===== config.mk =====
export PLATFORM = sky130hd
export DESIGN_NAME = pmbus_bus_arbiter
export DESIGN_NICKNAME = d
export VERILOG_FILES = /design/src/rtl/pmbus_bus_arbiter.sv
export SDC_FILE = /design/constraint.sdc
export NUM_CORES = 1
export LEC_CHECK = 0
export BUFFER_PORTS_ARGS = -buffer_cell sky130_fd_sc_hd__buf_2
export CAP_MARGIN = 20
export CORE_ASPECT_RATIO = 0.6
export CORE_MARGIN = 4
export CORE_UTILIZATION = 65
export CTS_CLUSTER_SIZE = 28
export DETAILED_ROUTE_END_ITERATION = 16
export PLACE_DENSITY = 0.93
export SYNTH_ARGS = -nofsm -noshare
export SYNTH_HDL_FRONTEND = slang
export SYNTH_SLANG_ARGS = --single-unit

===== constraint.sdc =====
create_clock -name sysclk -period 6.4 [get_ports sysclk]
set_input_delay 1.28 -clock sysclk [delete_from_list [all_inputs] [get_ports sysclk]]
set_output_delay 1.28 -clock sysclk [all_outputs]
set_load 0.01 [all_outputs]

===== src/rtl/pmbus_bus_arbiter.sv =====
// Arbitrates the slave-side PMBus segment between the external pass-through master
// and the local polling master, with bus-free spacing and stuck-transaction timeouts.
module pmbus_bus_arbiter #(
    parameter int unsigned  T_BUF       = 64,
    parameter logic [15:0]  EXT_TIMEOUT = 16'hFFFF,
    parameter logic [15:0]  LOC_TIMEOUT = 16'hFFFF
) (
    input  logic        sysclk,
    input  logic        reset_n,
    input  logic        ext_start,
    input  logic        ext_stop,
    input  logic        loc_req,
    input  logic        loc_done,
    output logic        loc_grant,
    output logic        ext_enable,
    output logic [1:0]  arb_state,
    output logic        ext_timeout,
    output logic        loc_abort,
    output logic        ext_collision
);

    typedef enum logic [1:0] {
        IDLE       = 2'd0,
        EXT_ACTIVE = 2'd1,
        BUF_WAIT   = 2'd2,
        LOCAL_OWN  = 2'd3
    } state_t;

    localparam logic [15:0] BUF_INIT = 16'(T_BUF);

    state_t      state, state_nx;
    logic [15:0] buf_cnt, buf_nx;
    logic [15:0] tcnt, tcnt_nx, tcnt_inc;
    logic        ext_to_nx, abort_nx, coll_nx;
    logic        ext_hit, loc_hit;

    // Counter saturates at all-ones; hit compares in 17 bits so a limit of 0 is safe.
    assign tcnt_inc = (tcnt == 16'hFFFF) ? tcnt : tcnt + 16'd1;
    assign ext_hit  = ({1'b0, tcnt} + 17'd1) >= {1'b0, EXT_TIMEOUT};
    assign loc_hit  = ({1'b0, tcnt} + 17'd1) >= {1'b0, LOC_TIMEOUT};

    always_comb begin
        state_nx  = state;
        buf_nx    = buf_cnt;
        tcnt_nx   = tcnt_inc;
        ext_to_nx = 1'b0;
        abort_nx  = 1'b0;
        coll_nx   = 1'b0;
        case (state)
            IDLE: begin
                tcnt_nx = 16'd0;
                if (ext_start)
                    state_nx = EXT_ACTIVE;
                else if (loc_req)
                    state_nx = LOCAL_OWN;
            end
            EXT_ACTIVE: begin
                // STOP wins over a coincident START
                if (ext_stop) begin
                    state_nx = BUF_WAIT;
                    buf_nx   = BUF_INIT;
                end else if (ext_start) begin
                    tcnt_nx = 16'd0;
                end else if (ext_hit) begin
                    state_nx  = BUF_WAIT;
                    buf_nx    = BUF_INIT;
                    ext_to_nx = 1'b1;
                end
            end
            BUF_WAIT: begin
                tcnt_nx = 16'd0;
                if (ext_start)
                    state_nx = EXT_ACTIVE;
                else if (buf_cnt == 16'd0)
                    state_nx = IDLE;
                else
                    buf_nx = buf_cnt - 16'd1;
            end
            LOCAL_OWN: begin
                coll_nx = ext_start;
                if (loc_done || !loc_req) begin
                    state_nx = BUF_WAIT;
                    buf_nx   = BUF_INIT;
                end else if (loc_hit) begin
                    state_nx = BUF_WAIT;
                    buf_nx   = BUF_INIT;
                    abort_nx = 1'b1;
                end
            end
            default: begin
                state_nx = BUF_WAIT;
                buf_nx   = BUF_INIT;
            end
        endcase
    end

    always_ff @(posedge sysclk or negedge reset_n) begin
        if (!reset_n) begin
            state         <= BUF_WAIT;
            buf_cnt       <= BUF_INIT;
            tcnt          <= 16'd0;
            loc_grant     <= 1'b0;
            ext_enable    <= 1'b1;
            ext_timeout   <= 1'b0;
            loc_abort     <= 1'b0;
            ext_collision <= 1'b0;
        end else begin
            state         <= state_nx;
            buf_cnt       <= buf_nx;
            tcnt          <= tcnt_nx;
            loc_grant     <= (state_nx == LOCAL_OWN);
            ext_enable    <= (state_nx != LOCAL_OWN);
            ext_timeout   <= ext_to_nx;
            loc_abort     <= abort_nx;
            ext_collision <= coll_nx;
        end
    end

    assign arb_state = state;

endmodule


==> tab_implementation.tex <==
\begin{tabular}{lr}
\hline
Metric & Value \\
\hline
\multicolumn{2}{l}{\textbf{Placement}} \\
\quad HPWL after detailed placement & 3870 um \\
\quad Port Buf Inserts & 12 \\
\quad Routability congestion estimate from global placement & 0.879 \\
\multicolumn{2}{l}{\textbf{Outcome}} \\
\quad Result of the run & complete, no violations \\
\multicolumn{2}{l}{\textbf{Floorplan}} \\
\quad Die outline height & 54.5 um \\
\quad Area of the core & 0.00334 mm\^{}2 \\
\quad Number of primary I/O pins & 13 \\
\quad DIE AREA & roughly 0.0047 mm\^{}2 \\
\quad Placement Rows & 16 \\
\quad Die Span X & about 85 um \\
\quad Effective utilization at floorplan & 0.699 \\
\multicolumn{2}{l}{\textbf{Clocking}} \\
\quad CTS tree & yes \\
\quad Cell chosen for the clock root & sky130\_fd\_sc\_hd\_\_clkbuf\_8 \\
\quad Clock latency of the later-clocked register in the worst-skew pair & 290 ps \\
\quad Clock H-tree levels & 2 \\
\quad Cts bufs inserted & 5 \\
\quad Clock-pin slew on the worst setup and hold paths & 80 ps \\
\quad Count of clock tree sinks & 39 \\
\quad Buffer levels on the longest clock path & 2 \\
\quad Quantity of hold-fixing buffers added after cts & 0 \\
\quad Post-CTS Repair Setup Buffers & 0 \\
\quad Number of resized instances in the post-cts repair step & 0 \\
\multicolumn{2}{l}{\textbf{Final layout}} \\
\quad Signed area change from the synthesized netlist to the final layout & 5.57\% \\
\quad Layout cell share with drive strength beyond 1 & 0.113 \\
\quad Core utilization of the finished layout & 0.738 \\
\quad Final antenna diode count & 0 \\
\quad Number of nets in the final layout & 283 \\
\multicolumn{2}{l}{\textbf{Job}} \\
\quad Number of maximum-capacitance constraint violations & 0 \\
\multicolumn{2}{l}{\textbf{STA}} \\
\quad Final total negative setup slack & 0 ps \\
\quad Slew at the pin closest to its max-slew limit & between 800 and 900 ps \\
\quad RSZ-0062 raised after global routing & false \\
\quad Clk\_skew & 4.82 ps \\
\quad Achievable Freq & 350 MHz \\
\quad Number of failing setup endpoints in the final timing report & 0 \\
\quad Portion of the clock cycle consumed by the worst path in the final layout & 0.446 \\
\quad Final min period & 2850 ps \\
\quad Slew margin rel. & 0.430 \\
\quad Fin. max-slew vios & 0 \\
\quad Number of hold-slack violations in the final timing report & 0 \\
\multicolumn{2}{l}{\textbf{Drt}} \\
\quad Residual antenna-violating net count after detailed routing & 0 \\
\quad Routed via count & 2100 \\
\quad Iteration-0 DRC count of the detailed router & 320 \\
\quad Vias per cell & 6.58 \\
\quad Number of detailed-routing iterations run before antenna repair & 5 \\
\quad DRC violations left & 0 \\
\quad Drt wl/cell & 17.6 um \\
\quad Final routed wirelength across all metal layers & around 5600 um \\
\multicolumn{2}{l}{\textbf{Worst setup path}} \\
\quad Ordered list of cells on the worst path & ha\_1 -> and3\_1 -> nand3\_1 -> or3\_1 -> o21ai\_2 -> o21ai\_2 -> a211o\_1 \\
\quad Category of the worst setup path capture point & flop \\
\quad Crit path arrival time & approximately 3000 ps \\
\quad Startpoint kind of the worst setup timing path & flop \\
\quad Gate family responsible for the most delay along the worst path & simple AND/OR/NAND/NOR gates \\
\quad Max stage delay cell, worst path & sky130\_fd\_sc\_hd\_\_or3\_1 \\
\quad Combined buffer and inverter count along the critical path & 0 \\
\quad Maximum cell stage delay along the critical path & 690 ps \\
\quad Required arrival time at the worst endpoint & 6580 ps \\
\quad Top cell by count, worst path & sky130\_fd\_sc\_hd\_\_o21ai\_2 \\
\quad Worst Path Max Fanout & 16 \\
\quad Path type of the worst setup path & reg -> reg \\
\multicolumn{2}{l}{\textbf{Yosys}} \\
\quad Post-Syn Instances & 267 \\
\quad Sequential area share after synthesis & 0.419 \\
\quad Commonest cells in the netlist & 36 x sky130\_fd\_sc\_hd\_\_dfrtp\_1, 34 x sky130\_fd\_sc\_hd\_\_nor2\_1, 22 x sky130\_fd\_sc\_hd\_\_a21oi\_1 \\
\quad Syn Std Cell Area & 0.00234 mm\^{}2 \\
\quad Most used flip-flop cell after synthesis & sky130\_fd\_sc\_hd\_\_dfrtp\_1 \\
\quad Count of synthesis-stage warnings from yosys & 0 \\
\quad Cell type contributing the most total cell area after synthesis & sky130\_fd\_sc\_hd\_\_dfrtp\_1 \\
\quad Top post-synthesis cells by area & sky130\_fd\_sc\_hd\_\_dfrtp\_1 39\%, sky130\_fd\_sc\_hd\_\_nor2\_1 5.5\%, sky130\_fd\_sc\_hd\_\_a21oi\_1 4.7\% \\
\quad Post-Syn Nets & 277 \\
\quad Fraction of synthesized cell area taken by the top area cell type & 0.385 \\
\quad Synthesized flop and latch total & 39 \\
\quad Distinct cell type count of the synthesized netlist & 51 \\
\quad Number of synthesized flops with an enable pin & 0 \\
\quad Most numerous cell in the Yosys netlist & sky130\_fd\_sc\_hd\_\_dfrtp\_1 \\
\quad Share of async-settable or async-resettable flops after synthesis & 1.00 \\
\quad Avg Synthesized Cell Area & a little under 9 um\^{}2 \\
\multicolumn{2}{l}{\textbf{Global route}} \\
\quad Number of global-route vias before repair & 1820 \\
\quad Wire length of the first global-routing pass & 9370 um \\
\quad Pin count of the biggest net entering global routing & 40 \\
\quad Overall Global Routing Usage & 0.268 \\
\quad Initial antenna violation count & 0 \\
\quad Leftover overflow at the end of global routing & 0 \\
\multicolumn{2}{l}{\textbf{Power and ir drop}} \\
\quad Power density relative to cell area & 373 mW/mm\^{}2 \\
\quad Worst-case vdd ir drop & 0.000251 V \\
\quad Cell leakage power & 1.08 nW \\
\multicolumn{2}{l}{\textbf{Hold path}} \\
\quad Tightest Hold Check Type & reg -> reg \\
\hline
\end{tabular}
==> worst register-to-register path: stages (launching register included) <==
cell and delay [ps]:
sky130_fd_sc_hd__dfrtp_1 480, sky130_fd_sc_hd__ha_1 350, sky130_fd_sc_hd__and3_1 340, sky130_fd_sc_hd__nand3_1 180, sky130_fd_sc_hd__or3_1 690, sky130_fd_sc_hd__o21ai_2 200, sky130_fd_sc_hd__o21ai_2 180, sky130_fd_sc_hd__a211o_1 330
==> cell type report <==
cell class	instances	area [um^2]
timing repair buffer	12	60.1
clock inverter	3	15.0
sequential	39	980
tap	45	56.3
clock buffer	5	68.8
multi-input combinational	206	1250
fill	225	876
inverter	9	33.8
==> through the flow <==
stage          hold WS (ps)  power (mW)  worst slack, ps  cells  cell area (um^2)
2_1_floorplan           504       0.644             4100    267              2340
3_3_place_gp            532       0.723             3680    311              2380
3_5_place_dp            535       0.738             3590    311              2380
4_1_cts                 553       0.903             3620    319              2470
5_1_grt                 589       0.977             3390    319              2470
6_report                559       0.921             3550    319              2470
==> flip-flops by register name, indices dropped and copies added, names as in the netlist <==
name           count
loc_abort          1
ext_enable         1
ext_timeout        1
arb_state          2
buf_cnt           16
ext_collision      1
tcnt              16
loc_grant          1
==> worst paths after layout <==
kind                             start           to  slack (ps)  cells past startpoint
max reg2reg                    tcnt[0]   buf_cnt[4]        3550                      7
min reg2reg                buf_cnt[11]  buf_cnt[11]         560                      1
min                        buf_cnt[11]  buf_cnt[11]         560                      1
max                            tcnt[0]   buf_cnt[4]        3550                      7
max in group asynchronous      reset_n   buf_cnt[0]        4770                      1
min in group asynchronous      reset_n   buf_cnt[9]        1090                      1
==> report_power, final <==
group / switching (mW) / total (mW) / internal (mW)
sequential: 0.0822 / 0.383 / 0.301
clock: 0.0905 / 0.165 / 0.0747
combinational: 0.233 / 0.373 / 0.140
total: 0.406 / 0.921 / 0.516
==> cells in the final DEF (no fill, tap or decap), types with 2 or more instances in the layout <==
master	instances
sky130_fd_sc_hd__buf_2	12
sky130_fd_sc_hd__nor2_1	34
sky130_fd_sc_hd__nand3_1	7
sky130_fd_sc_hd__a21boi_0	2
sky130_fd_sc_hd__and4_1	2
sky130_fd_sc_hd__inv_1	9
sky130_fd_sc_hd__o22a_1	9
sky130_fd_sc_hd__nor4_1	5
sky130_fd_sc_hd__dfrtp_1	36
sky130_fd_sc_hd__xor2_1	6
sky130_fd_sc_hd__xnor2_1	8
sky130_fd_sc_hd__nor3_1	12
sky130_fd_sc_hd__clkbuf_8	5
sky130_fd_sc_hd__and2_1	5
sky130_fd_sc_hd__nand3b_1	2
sky130_fd_sc_hd__a21oi_1	22
sky130_fd_sc_hd__nand4_1	6
sky130_fd_sc_hd__o21a_1	3
sky130_fd_sc_hd__o22ai_1	2
sky130_fd_sc_hd__ha_1	4
sky130_fd_sc_hd__clkinv_2	3
sky130_fd_sc_hd__nor2b_1	3
sky130_fd_sc_hd__a31oi_1	4
sky130_fd_sc_hd__o21ai_2	2
sky130_fd_sc_hd__nand2b_1	3
sky130_fd_sc_hd__or3_1	3
sky130_fd_sc_hd__dfstp_2	3
sky130_fd_sc_hd__a211oi_1	3
sky130_fd_sc_hd__nand2_1	21
sky130_fd_sc_hd__a21o_1	4
sky130_fd_sc_hd__or4_4	3
sky130_fd_sc_hd__and3_1	4
sky130_fd_sc_hd__or4_1	2
sky130_fd_sc_hd__o21ai_0	9
==> cells by family (layout without fill, tap and decap cells) <==
kind of cell | Yosys count | count (layout) | share of synthesized area
adder cells (fa/ha/maj) | 4 | 4 | 0.0214
AO/OA/AOI/OAI | 70 | 70 | 0.199
buffers and inverters | 22 | 29 | 0.0444
XOR/XNOR | 14 | 14 | 0.0525
AND/OR/NAND/NOR | 118 | 118 | 0.263
flip-flops | 39 | 39 | 0.419
==> metal layers <==
layer,up-vias,global-route usage,part of all wire
li1,978,-,-
met4,0,0.0605,0.0078
met5,-,0,0
met3,8,0.0737,0.12
met2,143,0.358,0.40
met1,971,0.421,0.47
No activity file was read; power rests on OpenSTA's default activity.
